File: config.mk
export PLATFORM = sky130hd
export DESIGN_NAME = imm_gen_pipe
export DESIGN_NICKNAME = d
export VERILOG_FILES = /design/src/rtl/imm_gen_pipe.sv
export SDC_FILE = /design/constraint.sdc
export NUM_CORES = 1
export LEC_CHECK = 0
export CAP_MARGIN = 0
export CORE_ASPECT_RATIO = 0.75
export CORE_MARGIN = 1
export CORE_UTILIZATION = 25
export CTS_CLUSTER_SIZE = 12
export DETAILED_ROUTE_END_ITERATION = 7
export GPL_TIMING_DRIVEN = 0
export HOLD_SLACK_MARGIN = 0.06
export PLACE_DENSITY_LB_ADDON = 0.3
export RECOVER_POWER = 50
export REMOVE_ABC_BUFFERS = 1
export SLEW_MARGIN = 15
export SYNTH_ARGS = -nofsm -noshare
export SYNTH_HDL_FRONTEND = slang
export SYNTH_SLANG_ARGS = --single-unit
File: constraint.sdc
create_clock -name clk -period 7.35 [get_ports clk]
set_input_delay 1.47 -clock clk [delete_from_list [all_inputs] [get_ports clk]]
set_output_delay 1.47 -clock clk [all_outputs]
set_load 0.005 [all_outputs]
File: src/rtl/imm_gen_pipe.sv
// imm_gen_pipe: pipelined RISC-V immediate generator for the decode stage.
// Decodes the immediate of a 32-bit instruction for the selected format and
// sign/zero-extends it to XLEN. Beats move over valid/ready on both sides.
// Storage is an output register plus a single skid register, so in_ready
// comes straight from a flop and never depends on out_ready.
//
// Ports
//   clk        rising-edge clock
//   rst        asynchronous active-high reset
//   flush      synchronous; drops held and incoming beats
//   in_valid   input beat present
//   in_ready   block can take a beat this cycle (= skid register empty)
//   in_mode    0 R, 1 I, 2 S, 3 B, 4 U, 5 J, 6 CSR zimm, 7 illegal
//   in_inst    raw instruction word
//   in_tag     sideband tag, returned unchanged
//   out_valid  output beat present
//   out_ready  consumer takes the beat this cycle
//   out_imm    extended immediate
//   out_tag    tag of the beat on out_imm
//   out_err    beat had an illegal mode
module imm_gen_pipe #(
  parameter int XLEN  = 32,
  parameter int TAG_W = 5
) (
  input  logic             clk,
  input  logic             rst,
  input  logic             flush,
  input  logic             in_valid,
  output logic             in_ready,
  input  logic [2:0]       in_mode,
  input  logic [31:0]      in_inst,
  input  logic [TAG_W-1:0] in_tag,
  output logic             out_valid,
  input  logic             out_ready,
  output logic [XLEN-1:0]  out_imm,
  output logic [TAG_W-1:0] out_tag,
  output logic             out_err
);

  localparam logic [2:0] MODE_I   = 3'd1;
  localparam logic [2:0] MODE_S   = 3'd2;
  localparam logic [2:0] MODE_B   = 3'd3;
  localparam logic [2:0] MODE_U   = 3'd4;
  localparam logic [2:0] MODE_J   = 3'd5;
  localparam logic [2:0] MODE_Z   = 3'd6;
  localparam logic [2:0] MODE_ILL = 3'd7;

  // Every format is first assembled as a signed 32-bit value; widening that
  // to XLEN then replicates bit 31 (zimm is built with a zero top bit, so it
  // stays zero-extended). R and illegal modes yield 0.
  function automatic logic [XLEN-1:0] gen_imm(input logic [2:0]  mode,
                                              input logic [31:0] inst);
    logic signed [31:0] imm32;
    imm32 = '0;
    case (mode)
      MODE_I: imm32 = {{20{inst[31]}}, inst[31:20]};
      MODE_S: imm32 = {{20{inst[31]}}, inst[31:25], inst[11:7]};
      MODE_B: imm32 = {{19{inst[31]}}, inst[31], inst[7], inst[30:25],
                       inst[11:8], 1'b0};
      MODE_U: imm32 = {inst[31:12], 12'b0};
      MODE_J: imm32 = {{11{inst[31]}}, inst[31], inst[19:12], inst[20],
                       inst[30:21], 1'b0};
      MODE_Z: imm32 = {27'b0, inst[19:15]};
      default: imm32 = '0;
    endcase
    return XLEN'(imm32);
  endfunction

  logic             acc_p0;
  logic             err_p0;
  logic [XLEN-1:0]  imm_p0;

  logic             vld_p1;
  logic             err_p1;
  logic [XLEN-1:0]  imm_p1;
  logic [TAG_W-1:0] tag_p1;
  logic             xfer_p1;

  logic             sk_vld_p1;
  logic             sk_err_p1;
  logic [XLEN-1:0]  sk_imm_p1;
  logic [TAG_W-1:0] sk_tag_p1;

  // ---- stage 0: combinational decode and handshake ----
  assign imm_p0   = gen_imm(in_mode, in_inst);
  assign err_p0   = (in_mode == MODE_ILL);
  assign in_ready = !sk_vld_p1;
  assign acc_p0   = in_valid && in_ready;
  assign xfer_p1  = vld_p1 && out_ready;

  // ---- stage 1: output register and skid register ----
  always_ff @(posedge clk or posedge rst) begin
    if (rst) begin
      vld_p1    <= 1'b0;
      sk_vld_p1 <= 1'b0;
      imm_p1    <= '0;
      tag_p1    <= '0;
      err_p1    <= 1'b0;
    end else if (flush) begin
      vld_p1    <= 1'b0;
      sk_vld_p1 <= 1'b0;
    end else if (!vld_p1 || xfer_p1) begin
      // Output slot frees up: the older skid beat always wins over a new one.
      if (sk_vld_p1) begin
        vld_p1    <= 1'b1;
        imm_p1    <= sk_imm_p1;
        tag_p1    <= sk_tag_p1;
        err_p1    <= sk_err_p1;
        sk_vld_p1 <= 1'b0;
      end else if (acc_p0) begin
        vld_p1 <= 1'b1;
        imm_p1 <= imm_p0;
        tag_p1 <= in_tag;
        err_p1 <= err_p0;
      end else begin
        vld_p1 <= 1'b0;
      end
    end else if (acc_p0) begin
      sk_vld_p1 <= 1'b1;
    end
  end

  // Skid payload: an accept implies the skid slot is empty, so capturing on
  // every accept is harmless; sk_vld_p1 decides whether it is meaningful.
  always_ff @(posedge clk) begin
    if (acc_p0) begin
      sk_imm_p1 <= imm_p0;
      sk_tag_p1 <= in_tag;
      sk_err_p1 <= err_p0;
    end
  end

  assign out_valid = vld_p1;
  assign out_imm   = imm_p1;
  assign out_tag   = tag_p1;
  assign out_err   = err_p1;

endmodule

; ---- After elaboration in Yosys (flattened, before gate mapping)
; Index checks and enable logic that the tools add are counted.
[totals]
in_bits = 45
ff_bits = 78
wordCells = 39
out_inout_bits = 40
[op_classes]
bitwise_logic = 1
reduce_logical = 9
n_mux = 14
eq_ne = 7
[ops]
columns = cell, count
row1 = $pmux 32 s6, 1
row2 = $mux 32, 2
row3 = $eq 3x3->1 const B, 4
row4 = $mux 5, 2
row5 = $mux 1, 9
row6 = $eq 3x2->1 const B, 2
row7 = $reduce_bool 2->1, 2
row8 = $eq 3x1->1 const B, 1
row9 = $reduce_and 3->1, 1
row10 = $reduce_bool 3->1, 1
row11 = $logic_and 1x1->1, 2
row12 = $logic_not 1->1, 2
row13 = $logic_or 1x1->1, 1
row14 = $not 1->1, 1

; ---- Logic depth before layout (Yosys ltp)
; Gate-level depths: netlist of run 1.
[logic_depth]
ltp_word = 6
ltp_mapped = 6
mapped_depth_nobuf = 4

; ---- Worst setup path before layout of run 1
; No wires, ideal clock.
[synth_timing]
path_kind = input to register
startpoint = input in_valid
endpoint = register sk_err_p1 (enable)
path_buffers = 0
required_ns = 6.912
cell_stages = 1
arrival_ns = 3.174
slack_ns = 3.738
cell_sequence = nor2b_1
[synth_via]
elab_chain_cells = 1
[synth_rtl]
columns = element, line_no
row1 = from (decl), 28  ; input logic in_valid,
row2 = $logic_and 1x1->1, 88  ; assign acc_p0 = in_valid && in_ready;
row3 = to (signal assigned), 129  ; sk_err_p1 <= err_p0;
row4 = to (decl), 80  ; logic sk_err_p1;
; No other way between the ends.
; A chain may end at the register's enable or synchronous reset.

; ---- Worst setup path in the final report of run 1
[layout_timing]
startpoint = input in_valid
endpoint = register sk_imm_p1[3] (enable)
[layout_via]
elab_chain_cells = 1
[layout_rtl]
columns = element, line_no
row1 = $logic_and 1x1->1, 88
row2 = net acc_p0, 69  ; logic acc_p0;
row3 = to (signal assigned), 127  ; sk_imm_p1 <= imm_p0;
row4 = to (decl), 81  ; logic [XLEN-1:0] sk_imm_p1;
; The timed path passes the listed nets, and every way through them passes these cells.

==> summary.txt, run 1 <==
Run status
  – Status: finished, violations left
  – Failing checks: max-capacitance violations, max-slew violations

Worst setup path
  – Flop-to-flop setup slack: 4480 ps
  – CP max FO: 20
  – R2R Path End: sk_imm_p1[3]
  – Worst reg2reg path depth: 2
  – Startpoint types: primary input
  – Worst reg2reg path startpoint: sk_vld_p1
  – Critical Path RT: 7390 ps
  – Class of the most critical setup path: in -> reg
  – Critical Path End Type: flop
  – WP data arrival: 3830 ps

Timing
  – Worst Tran Pin Value: 2050 ps
  – RSZ-0062 raised after global routing: false
  – Hold Fails Final Rpt: 0
  – Setup violators final: 0
  – Crit path time final: 3790 ps
  – Final Max Slew Viols: 20
  – Setup TNS: 0 ps
  – Max Clk Rate: 0.264 GHz
  – Worst Skew: 5.05 ps
  – Rel. slew slack: -37.0%
  – Final worst path period share: 51.6%

Logic synthesis
  – Post-synth EDFFs: 38
  – Adder-cell share of the synthesized area: 0%
  – Synth top area share: 32.3%
  – Async SR Flop Fraction: 51.3%
  – Synth Area in Compound Gates: 18.5%
  – Syn_area_per_cell: 10.7 µm²
  – Post-Syn Instances: 330
  – Most common flop cell mapped by yosys: dfrtp_1
  – Post-Synth Simple-Gate Area: 14.6%
  – Mux share of post-synthesis cell area: 2.27%
  – Unique masters post-synth: 40
  – Dominant cells by area after synthesis: edfxtp_1 (32%), dfrtp_1 (28%), o21ai_1 (5.4%), nand2_1 (4.8%), a21oi_1 (3.0%)
  – Syn. warnings: 0
  – Cell Area, Synth: 3530 µm²
  – Sequential area share after synthesis: 60.6%
  – XOR/XNOR Fraction of Synth Area: 0%
  – Post-synth top area cell: edfxtp_1
  – Combinational family with the most area after synthesis: compound AO/OA/AOI/OAI gates
  – Flop and latch count out of synthesis: 78

Pwr
  – Seq pwr share: 43.4%
  – Sw Ratio: 22.9%
  – Peak supply drop: 0.0990 mV
  – Part of the power in combinational logic: 15.4%
  – Int Power: 951 µW
  – NetSw: 283 µW
  – Power density cells: 257 nW/µm²
  – Clk pwr share: 41.2%
  – Leak pwr: 1.91 nW

Min path
  – Worst min-delay path category: reg -> reg
  – Hold path cells: 2
  – Worst Hold Path EP: out_imm[12]
  – Min-Delay Startpoint: out_imm[12]

Floorplanning
  – Initial Utilization: 25.7%
  – Site Rows: 37
  – Chip Width: 139 µm
  – Boundary Pins: 85
  – Core area: 13700 µm²
  – Die H: 105 µm
  – Die Area: 14600 µm²

Clock network
  – CTS Sinks: 78
  – Hold-fix buffers, CTS: 0
  – Longest Clk Path Bufs: 2
  – CTS tree: yes
  – CTS root buf: clkbuf_16
  – Setup bufs post-CTS: 0
  – Clock transition at path regs: 60 ps
  – H-tree depth: 3
  – Later-pin clock latency in the skew report: 330 ps
  – Total CTS buffers: 9
  – Post-CTS Resized: 0

Detailed routing
  – # DRC: 0
  – Initial DRC count: 180
  – Routed vias/inst: 4.77
  – DR vias: 2747
  – DR pass1 iterations: 4
  – Routed Antenna Nets: 0
  – WL/cell: 16.9 µm
  – Post-Route WL: 9740 µm

Global routing
  – Number of global-route vias before repair: 2732
  – Largest net degree at the start of global routing: 40
  – Initial antenna violation count: 0
  – First-pass GRT wire length: 15700 µm
  – Gr usage total: 14.2%
  – Grt ovf: 0

Placed design
  – Final HPWL DP: 6560 µm
  – Routability Congestion: 0.696
  – IO Port Bufs: 77
  – Dpl cell area: 4490 µm²

Cells and area
  – Final-stage net count: 442
  – Fin area: 4800 µm²
  – Ant diodes: 0
  – Area grow syn2layout: 35.8%
  – Most frequent cells in the layout: nand2_1 (45), dlygate4sd3_1 (39), dfrtp_1 (39)
  – Commonest non-fill, non-tap cell in the layout: nand2_1
  – Ratio of cells with drive above 1 in the final layout: 7.23%

Job
  – Max Cap Viol: 1
[metrics by stage]
| stage | cells | power [mW] | utilization [%] | hold slack, ps | worst slack, ps |
|---|---|---|---|---|---|
| 6_report | 576 | 1.23 | 34.9 | 476 | 3560 |
| 5_1_grt | 576 | 1.29 | 34.9 | 503 | 3420 |
| 3_5_place_dp | 561 | 0.752 | 32.7 | 477 | 3060 |
| 2_1_floorplan | 305 | 0.618 | - | 479 | 3740 |
| 3_3_place_gp | 557 | 0.743 | 32.0 | 467 | 2090 |
| 4_1_cts | 576 | 1.27 | 35.1 | 490 | 3420 |
[Yosys cell counts (2+ instances only)]
cell type and count:
nand2_1 45, dfrtp_1 40, edfxtp_1 38, o21ai_1 38, a21oi_1 21, nor2_1 19
o21ai_0 15, buf_2 14, o22ai_1 14, nand3b_1 10, and3_1 8, mux2i_1 8
clkbuf_1 7, a21oi_2 5, nor2b_1 5, a211oi_1 4, nand2b_1 4, a21o_1 3
a221o_1 3, and4b_1 3, inv_1 3, nand3_1 3, buf_4 2, or2_1 2
[power groups by stage]
stage                     Sequential [mW]  Combinational [mW]  Clock [mW]
after global routing                0.542               0.211       0.540
after CTS                           0.538               0.207       0.522
after global placement              0.545               0.199           0
after floorplan                     0.545              0.0729           0
after detailed placement            0.545               0.206           0
final                               0.535               0.190       0.508
[state kept, by name (all words and copies together) (netlist names)]
register and count:
out_err 1, out_imm 32, out_tag 5, out_valid 1, sk_err_p1 1, sk_imm_p1 32, sk_tag_p1 5, sk_vld_p1 1
[layout make-up]
cell class | instances | area [µm²]
tap | 175 | 219
multi-input combinational | 223 | 1260
timing repair buffer | 81 | 827
fill | 1386 | 8950
clock inverter | 4 | 95.1
sequential | 78 | 2140
inverter | 4 | 15.0
clock buffer | 11 | 243
[worst max-delay path by stage]
stage	depth (start not counted)	startpoint	slack, ps	to
6_report	3	in_valid	3560	sk_imm_p1[3]
5_1_grt	3	in_valid	3420	sk_imm_p1[3]
4_1_cts	4	in_mode[2]	3420	sk_imm_p1[22]
3_5_place_dp	4	in_mode[2]	3060	sk_imm_p1[22]
3_3_place_gp	2	in_valid	2090	sk_err_p1
2_1_floorplan	1	in_valid	3740	sk_err_p1
[cell families after synthesis]
| kind of cell | Yosys count |
|---|---|
| compound gates | 111 |
| buf+inv | 29 |
| flops | 78 |
| mux | 8 |
| simple gates | 104 |
[layer usage]
metal  part of all wire (%)  global-route usage [%]  vias up
met5                      0                       0        -
met4                   0.81                    3.65        0
met3                    6.2                    4.77       10
met2                     44                    20.8       88
met1                     49                    19.7     1317
li1                       -                       -     1332
[critical path: stages]
cell and delay [ps]:
dlygate4sd3_1 550, nor2b_1 1540, buf_16 250
No activity file was read; power rests on OpenSTA's default activity.
==> inputs of run 2 (changes only) <==
- clock period: 7.35 -> 3.7 ns (I/O delays scaled with it)
==> results of run 2 <==
Same layout as run 1 (identical final DEF). Status: finished, violations left: max-capacitance violations, max-slew violations.
Among the figures that moved: setup slack after placement 3060 ps -> 139 ps; setup slack after layout 3560 ps -> 636 ps; register-to-register setup slack 4480 ps -> 830 ps; total power 1.23 mW -> 2.45 mW; worst IR drop on VDD 0.0990 mV -> 0.197 mV
